==> src/rtl/lsu_axi_master.sv <==
// lsu_axi_master
//   Memory-stage request engine feeding the LSU over AXI-lite-style channels.
//   It accepts one load or store per req handshake and keeps one transaction
//   outstanding at a time. Store data and byte strobes are aligned to the
//   byte lane of the address. The engine returns either the raw read word or
//   a store completion. Load sign/zero extension is left to the LSU.
//
// Parameters:
//   TIMEOUT_CYCLES  bus-wait limit before a transaction is forced to error.
//                   It only has an effect when LSU_TIMEOUT_EN is defined.
//
// Build option:
//   LSU_TIMEOUT_EN  adds a 16-bit bus-wait counter and the timeout error path.
//
// Ports:
//   clk, rst                      rising-edge clock, synchronous active-high reset
//   req_valid/req_ready           request handshake from the pipeline
//   req_wen/addr/size/wdata       request fields (size: 0=B, 1=H, 2=W, 3=illegal)
//   resp_valid/resp_ready         result handshake to writeback
//   resp_rdata/resp_err           raw read word (0 for stores) and error flag
//   araddr/arvalid/arready        read address channel
//   rdata/rresp/rvalid/rready     read data channel
//   awaddr/awvalid/awready        write address channel
//   wdata/wstrb/wvalid/wready     write data channel
//   bresp/bvalid/bready           write response channel
module lsu_axi_master #(
  parameter int unsigned TIMEOUT_CYCLES = 64
) (
  input  logic        clk,
  input  logic        rst,
  input  logic        req_valid,
  output logic        req_ready,
  input  logic        req_wen,
  input  logic [31:0] req_addr,
  input  logic [1:0]  req_size,
  input  logic [31:0] req_wdata,
  output logic        resp_valid,
  input  logic        resp_ready,
  output logic [31:0] resp_rdata,
  output logic        resp_err,
  output logic [31:0] araddr,
  output logic        arvalid,
  input  logic        arready,
  input  logic [31:0] rdata,
  input  logic        rresp,
  input  logic        rvalid,
  output logic        rready,
  output logic [31:0] awaddr,
  output logic        awvalid,
  input  logic        awready,
  output logic [31:0] wdata,
  output logic [3:0]  wstrb,
  output logic        wvalid,
  input  logic        wready,
  input  logic        bresp,
  input  logic        bvalid,
  output logic        bready
);

  typedef enum logic [2:0] {
    IDLE,
    RADDR,
    RDATA,
    WRITE,
    WRESP,
    RESP
  } state_t;

  state_t      state, state_d;
  logic [31:0] addr_q, addr_d;
  logic [31:0] wdata_q, wdata_d;
  logic [3:0]  wstrb_q, wstrb_d;
  logic [31:0] rdata_q, rdata_d;
  logic        err_q, err_d;
  logic        aw_done_q, aw_done_d;
  logic        w_done_q, w_done_d;
  logic        misaligned;
  logic [3:0]  strb_base;
  logic        timeout_hit;

  // Alignment check and the unshifted strobe pattern for the access size.
  always_comb begin
    misaligned = 1'b0;
    strb_base  = 4'b0000;
    case (req_size)
      2'd0: strb_base = 4'b0001;
      2'd1: begin
        strb_base  = 4'b0011;
        misaligned = req_addr[0];
      end
      2'd2: begin
        strb_base  = 4'b1111;
        misaligned = (req_addr[1:0] != 2'b00);
      end
      default: misaligned = 1'b1;
    endcase
  end

`ifdef LSU_TIMEOUT_EN
  logic [15:0] tmo_cnt;
  logic        busy;

  assign busy = (state == RADDR) || (state == RDATA) ||
                (state == WRITE) || (state == WRESP);

  always_ff @(posedge clk) begin
    if (rst) begin
      tmo_cnt <= '0;
    end else if (state == IDLE && req_valid) begin
      tmo_cnt <= '0;
    end else if (busy) begin
      tmo_cnt <= tmo_cnt + 16'd1;
    end
  end

  assign timeout_hit = busy && (tmo_cnt == 16'(TIMEOUT_CYCLES - 1));
`else
  // No counter in this build; the parameter is referenced only to keep the
  // parameter list identical across both builds.
  assign timeout_hit = (TIMEOUT_CYCLES == 0) & 1'b0;
`endif

  // Next-state and datapath updates.
  always_comb begin
    state_d   = state;
    addr_d    = addr_q;
    wdata_d   = wdata_q;
    wstrb_d   = wstrb_q;
    rdata_d   = rdata_q;
    err_d     = err_q;
    aw_done_d = aw_done_q;
    w_done_d  = w_done_q;

    case (state)
      IDLE: begin
        if (req_valid) begin
          addr_d    = req_addr;
          wdata_d   = req_wdata << {req_addr[1:0], 3'b000};
          wstrb_d   = strb_base << req_addr[1:0];
          rdata_d   = '0;
          err_d     = 1'b0;
          aw_done_d = 1'b0;
          w_done_d  = 1'b0;
          if (misaligned) begin
            err_d   = 1'b1;
            state_d = RESP;
          end else if (req_wen) begin
            state_d = WRITE;
          end else begin
            state_d = RADDR;
          end
        end
      end
      RADDR: begin
        if (arready) state_d = RDATA;
      end
      RDATA: begin
        if (rvalid) begin
          rdata_d = rdata;
          err_d   = rresp;
          state_d = RESP;
        end
      end
      WRITE: begin
        // AW and W retire independently; the done flags drop each valid
        // as soon as its own handshake has happened.
        if (awready && !aw_done_q) aw_done_d = 1'b1;
        if (wready && !w_done_q) w_done_d = 1'b1;
        if (aw_done_d && w_done_d) state_d = WRESP;
      end
      WRESP: begin
        if (bvalid) begin
          err_d   = bresp;
          rdata_d = '0;
          state_d = RESP;
        end
      end
      RESP: begin
        if (resp_ready) state_d = IDLE;
      end
      default: state_d = IDLE;
    endcase

    // A timeout overrides any handshake in the same cycle.
    if (timeout_hit) begin
      state_d = RESP;
      err_d   = 1'b1;
      rdata_d = '0;
    end
  end

  always_ff @(posedge clk) begin
    if (rst) begin
      state     <= IDLE;
      addr_q    <= '0;
      wdata_q   <= '0;
      wstrb_q   <= '0;
      rdata_q   <= '0;
      err_q     <= 1'b0;
      aw_done_q <= 1'b0;
      w_done_q  <= 1'b0;
    end else begin
      state     <= state_d;
      addr_q    <= addr_d;
      wdata_q   <= wdata_d;
      wstrb_q   <= wstrb_d;
      rdata_q   <= rdata_d;
      err_q     <= err_d;
      aw_done_q <= aw_done_d;
      w_done_q  <= w_done_d;
    end
  end

  // Channel controls decode straight from registered state, so each one
  // rises the cycle after acceptance and holds until its handshake.
  assign req_ready  = (state == IDLE);
  assign arvalid    = (state == RADDR);
  assign araddr     = arvalid ? addr_q : '0;
  assign rready     = (state == RDATA);
  assign awvalid    = (state == WRITE) && !aw_done_q;
  assign wvalid     = (state == WRITE) && !w_done_q;
  assign awaddr     = (state == WRITE) ? addr_q : '0;
  assign wdata      = (state == WRITE) ? wdata_q : '0;
  assign wstrb      = (state == WRITE) ? wstrb_q : '0;
  assign bready     = (state == WRESP);
  assign resp_valid = (state == RESP);
  assign resp_rdata = rdata_q;
  assign resp_err   = err_q;

endmodule

==> config.mk <==
export PLATFORM = sky130hd
export DESIGN_NAME = lsu_axi_master
export DESIGN_NICKNAME = d
export VERILOG_FILES = /design/src/rtl/lsu_axi_master.sv
export SDC_FILE = /design/constraint.sdc
export NUM_CORES = 1
export LEC_CHECK = 0
export BUFFER_PORTS_ARGS = -buffer_cell sky130_fd_sc_hd__buf_2
export CELL_PAD_IN_SITES_DETAIL_PLACEMENT = 1
export CELL_PAD_IN_SITES_GLOBAL_PLACEMENT = 2
export CORE_MARGIN = 1
export CORE_UTILIZATION = 27
export DETAILED_ROUTE_END_ITERATION = 8
export GPL_ROUTABILITY_DRIVEN = 0
export GPL_TIMING_DRIVEN = 0
export PLACE_DENSITY_LB_ADDON = 0.05
export SYNTH_ARGS = -nofsm -noshare
export SYNTH_HDL_FRONTEND = slang
export SYNTH_SLANG_ARGS = --single-unit
==> constraint.sdc <==
create_clock -name clk -period 4.13 [get_ports clk]
set_input_delay 0.6195 -clock clk [delete_from_list [all_inputs] [get_ports clk]]
set_output_delay 0.6195 -clock clk [all_outputs]
set_load 0.05 [all_outputs]
==> metrics.md <==
| Metric | Value |
|---|---|
| Area share of xor/xnor cells in the synthesized design | 0 |
| Remaining global-route overflow | 0 |
| Maximum number of pins on one net before global-route repair | 18 |
| Final critical-path required period | 3.33 ns |
| Syn Inst Count | 669 |
| Count of synthesis-stage warnings from yosys | 0 |
| Number of H-tree levels | 3 |
| Mux contribution to synthesized area | 0.0515 |
| Most used flip-flop cell after synthesis | sky130_fd_sc_hd__dfxtp_1 |
| Hold Slack | 0.453 ns |
| Post-synthesis compound-gate area fraction | 0.149 |
| Mean post-synth cell area | 7.81 µm² |
| Clock buffers created by TritonCTS | 9 |
| Maximum root-to-sink buffer count | 2 |
| Critical Setup Path Class | reg2out |
| Count of buffers inserted at the top-level ports | 248 |
| Endpoint required time on the critical path | 3.51 ns |
| Number of antenna violations at the first check in global routing | 3 |
| Slew at the pin closest to its max-slew limit | 0.776 ns |
| Die footprint | 0.0199 mm² |
| DRC violation count after routing | 0 |
| Startpoint type of the worst setup path | flop |
| Vertical die dimension | 141 µm |
| Most common library cell in the layout ignoring fill and taps | sky130_fd_sc_hd__buf_2 |
| Worst ir drop on vdd | 224 µV |
| Initial Util | 0.277 |
| Mean routed wirelength per cell | 16.8 µm |
| Die extent in x | 141 µm |
| Reg-to-reg endpoint | resp_rdata[19] |
| Tightest Hold Check Type | reg2reg |
| Count of distinct cell types in the synthesized netlist | 38 |
| Source of the worst register-to-register timing path | state[0] |
| Setup Skew | 0.00906 ns |
| Cell depth of the worst min-delay path | 2 |
| Sequential share of the synthesized area | 0.406 |
| Run status | finished, final reports clean |
| Cell Pwr Density | 534 mW/mm² |
| Initial DRC count | 138 |
| Number of top-level design ports | 250 |
| Filler cells | 2,381 |
| Aggregate routed wire length | 20.0 mm |
| First-pass DRT Iterations | 6 |
| Post-synthesis instance area | 0.00522 mm² |
| Setup repair after global routing missed its margin | false |
| Post-synth EDFFs | 0 |
| Simple-gate portion of the synthesized area | 0.324 |
| Area inside the core boundary | 0.0188 mm² |
| Half-perimeter wire length after placement | 15.7 mm |
| Worst setup path startpoint | state[1] |
| TritonCTS clock tree | built |
| Final Cycle Share | 0.805 |
| Reg-to-reg setup timing slack | 2.02 ns |
| #FFs+latches synth | 106 |
| Antenna diode count | 0 |
| Worst-case reg-to-reg path depth | 5 |
| Combinational family with the most area after synthesis | simple AND/OR/NAND/NOR gates |
| Area growth, synth to finish | 35.2% |
| Asr flop ratio synth | 0 |
| Rel. slew slack | 0.483 |
| First-pass GRT wire length | 31.2 mm |
| Remaining antenna violation count | 0 |
| CTS sink count | 106 |
| Final Max Tran Viols | 0 |
| Highest clock frequency the design can meet | 301 MHz |
| Root buffer selected by CTS | sky130_fd_sc_hd__clkbuf_16 |
| Sum of negative setup slack | 0 ns |
| Cell leakage power | 3.28 nW |
| Critical path endpoint category | primary output |
| Final setup violating endpoints | 0 |
| Worst min-delay path startpoint | wdata_q[5] |
| Number of gates resized after CTS | 0 |
| Row Count | 50 |
| Adder and majority gate portion of the synthesized area | 0.00719 |
| Setup crit end | wdata[2] |
| Post CTS Setup Buffer Count | 0 |
| Post-cts hold buffer count | 0 |
| Final hold vios | 0 |
| Detail-routed via count per cell | 4.66 |
| Routed via count | 5,555 |
| Layout cells sized above 1 | 0.316 |
| Number of global-route vias before repair | 5,680 |
| Largest fanout of any net on the critical path | 10 |
| Tot GR Track Use | 0.203 |
| Clock slew at the register clock pins of the worst setup and hold paths | 0.07 ns |
| Most frequent cells in the layout | 259 x sky130_fd_sc_hd__buf_2, 106 x sky130_fd_sc_hd__a21oi_1, 106 x sky130_fd_sc_hd__dfxtp_1, 102 x sky130_fd_sc_hd__and2_1, 92 x sky130_fd_sc_hd__nand2_1 |
| Total of max-cap violations | 0 |
| Worst EP arrival | 2.71 ns |
| Total nets after synthesis | 782 |
| Post-layout net count | 1,041 |
| Clock network latency to the later pin of the worst-skew pair | 0.35 ns |
metrics by stage:
step                instance area [µm²]   util  std cells  power (mW)  setup slack [ns]
finish                             7060  0.375       1193        3.77             0.804
global route                       7060  0.375       1193        4.03             0.609
CTS                                7060  0.375       1193        3.84             0.780
detailed placement                 6790  0.361       1177        2.99              1.17
global placement                   6790  0.361       1177        2.94              1.19
floorplan                          5220      -        669        2.48              1.56
Yosys cell counts, drive strengths merged (3+ instances only):
library cell	count	share of area
a21oi	106	0.10
o211ai	8	0.011
dfxtp	106	0.41
buf	25	0.030
clkbuf	36	0.026
nor2	32	0.023
mux2i	19	0.036
nand2b	34	0.041
inv	8	0.0057
mux2	7	0.015
a211oi	11	0.016
nand2	92	0.066
ha	3	0.0072
nand3	42	0.040
nor3	14	0.013
and2	102	0.12
nor2b	3	0.0036
routing by layer:
layer | wire, µm | global-route usage
met4 | 172 | 0.0481
met3 | 977 | 0.0340
met5 | 35 | 0
met2 | 9660 | 0.350
met1 | 9190 | 0.262
worst max-delay path, cell delays in order, from the launching register on:
cell and delay (ns):
sky130_fd_sc_hd__dfxtp_1 0.42, sky130_fd_sc_hd__buf_2 0.25, sky130_fd_sc_hd__and3b_1 0.18, sky130_fd_sc_hd__clkbuf_1 0.51, sky130_fd_sc_hd__clkbuf_1 0.50, sky130_fd_sc_hd__and2_1 0.23, sky130_fd_sc_hd__buf_2 0.27
cell families (layout without fill, tap and decap cells):
| logic type | count (synthesis) | in the layout |
|---|---|---|
| multiplexers | 26 | 26 |
| adder cells (fa/ha/maj) | 3 | 3 |
| buffers and inverters | 69 | 333 |
| AND/OR/NAND/NOR | 328 | 328 |
| AO/OA/AOI/OAI | 137 | 137 |
| flip-flops | 106 | 106 |
cell type report:
cell class | instances | area [µm²] | share of cell area
clock inverter | 5 | 40.0 | 0.00567
multi-input combinational | 494 | 2780 | 0.394
sequential | 106 | 2120 | 0.300
clock buffer | 11 | 233 | 0.0329
inverter | 8 | 30.0 | 0.00425
buffer | 61 | 292 | 0.0413
tap | 260 | 325 | 0.0461
timing repair buffer | 248 | 1240 | 0.176
where the power goes:
part | total (mW) | internal, mW | leakage (nW) | switching (mW)
registers | 1.31 | 1.20 | 0.863 | 0.114
clock network | 0.826 | 0.415 | 0.128 | 0.411
logic | 1.64 | 0.511 | 2.29 | 1.13
sequential cells by signal (all words and copies together), names as in the netlist:
| signal | cells |
|---|---|
| resp_err | 1 |
| aw_done_q | 1 |
| addr_q | 32 |
| resp_rdata | 32 |
| wdata_q | 32 |
| state | 3 |
| w_done_q | 1 |
| wstrb_q | 4 |
worst min-delay path by stage:
stage	to	slack [ns]
floorplan	wstrb_q[1]	0.43
global placement	wdata_q[6]	0.44
detailed placement	wdata_q[5]	0.44
CTS	wdata_q[2]	0.45
global route	wdata_q[2]	0.48
finish	wdata_q[5]	0.45
(Power assumes the default switching activity.)
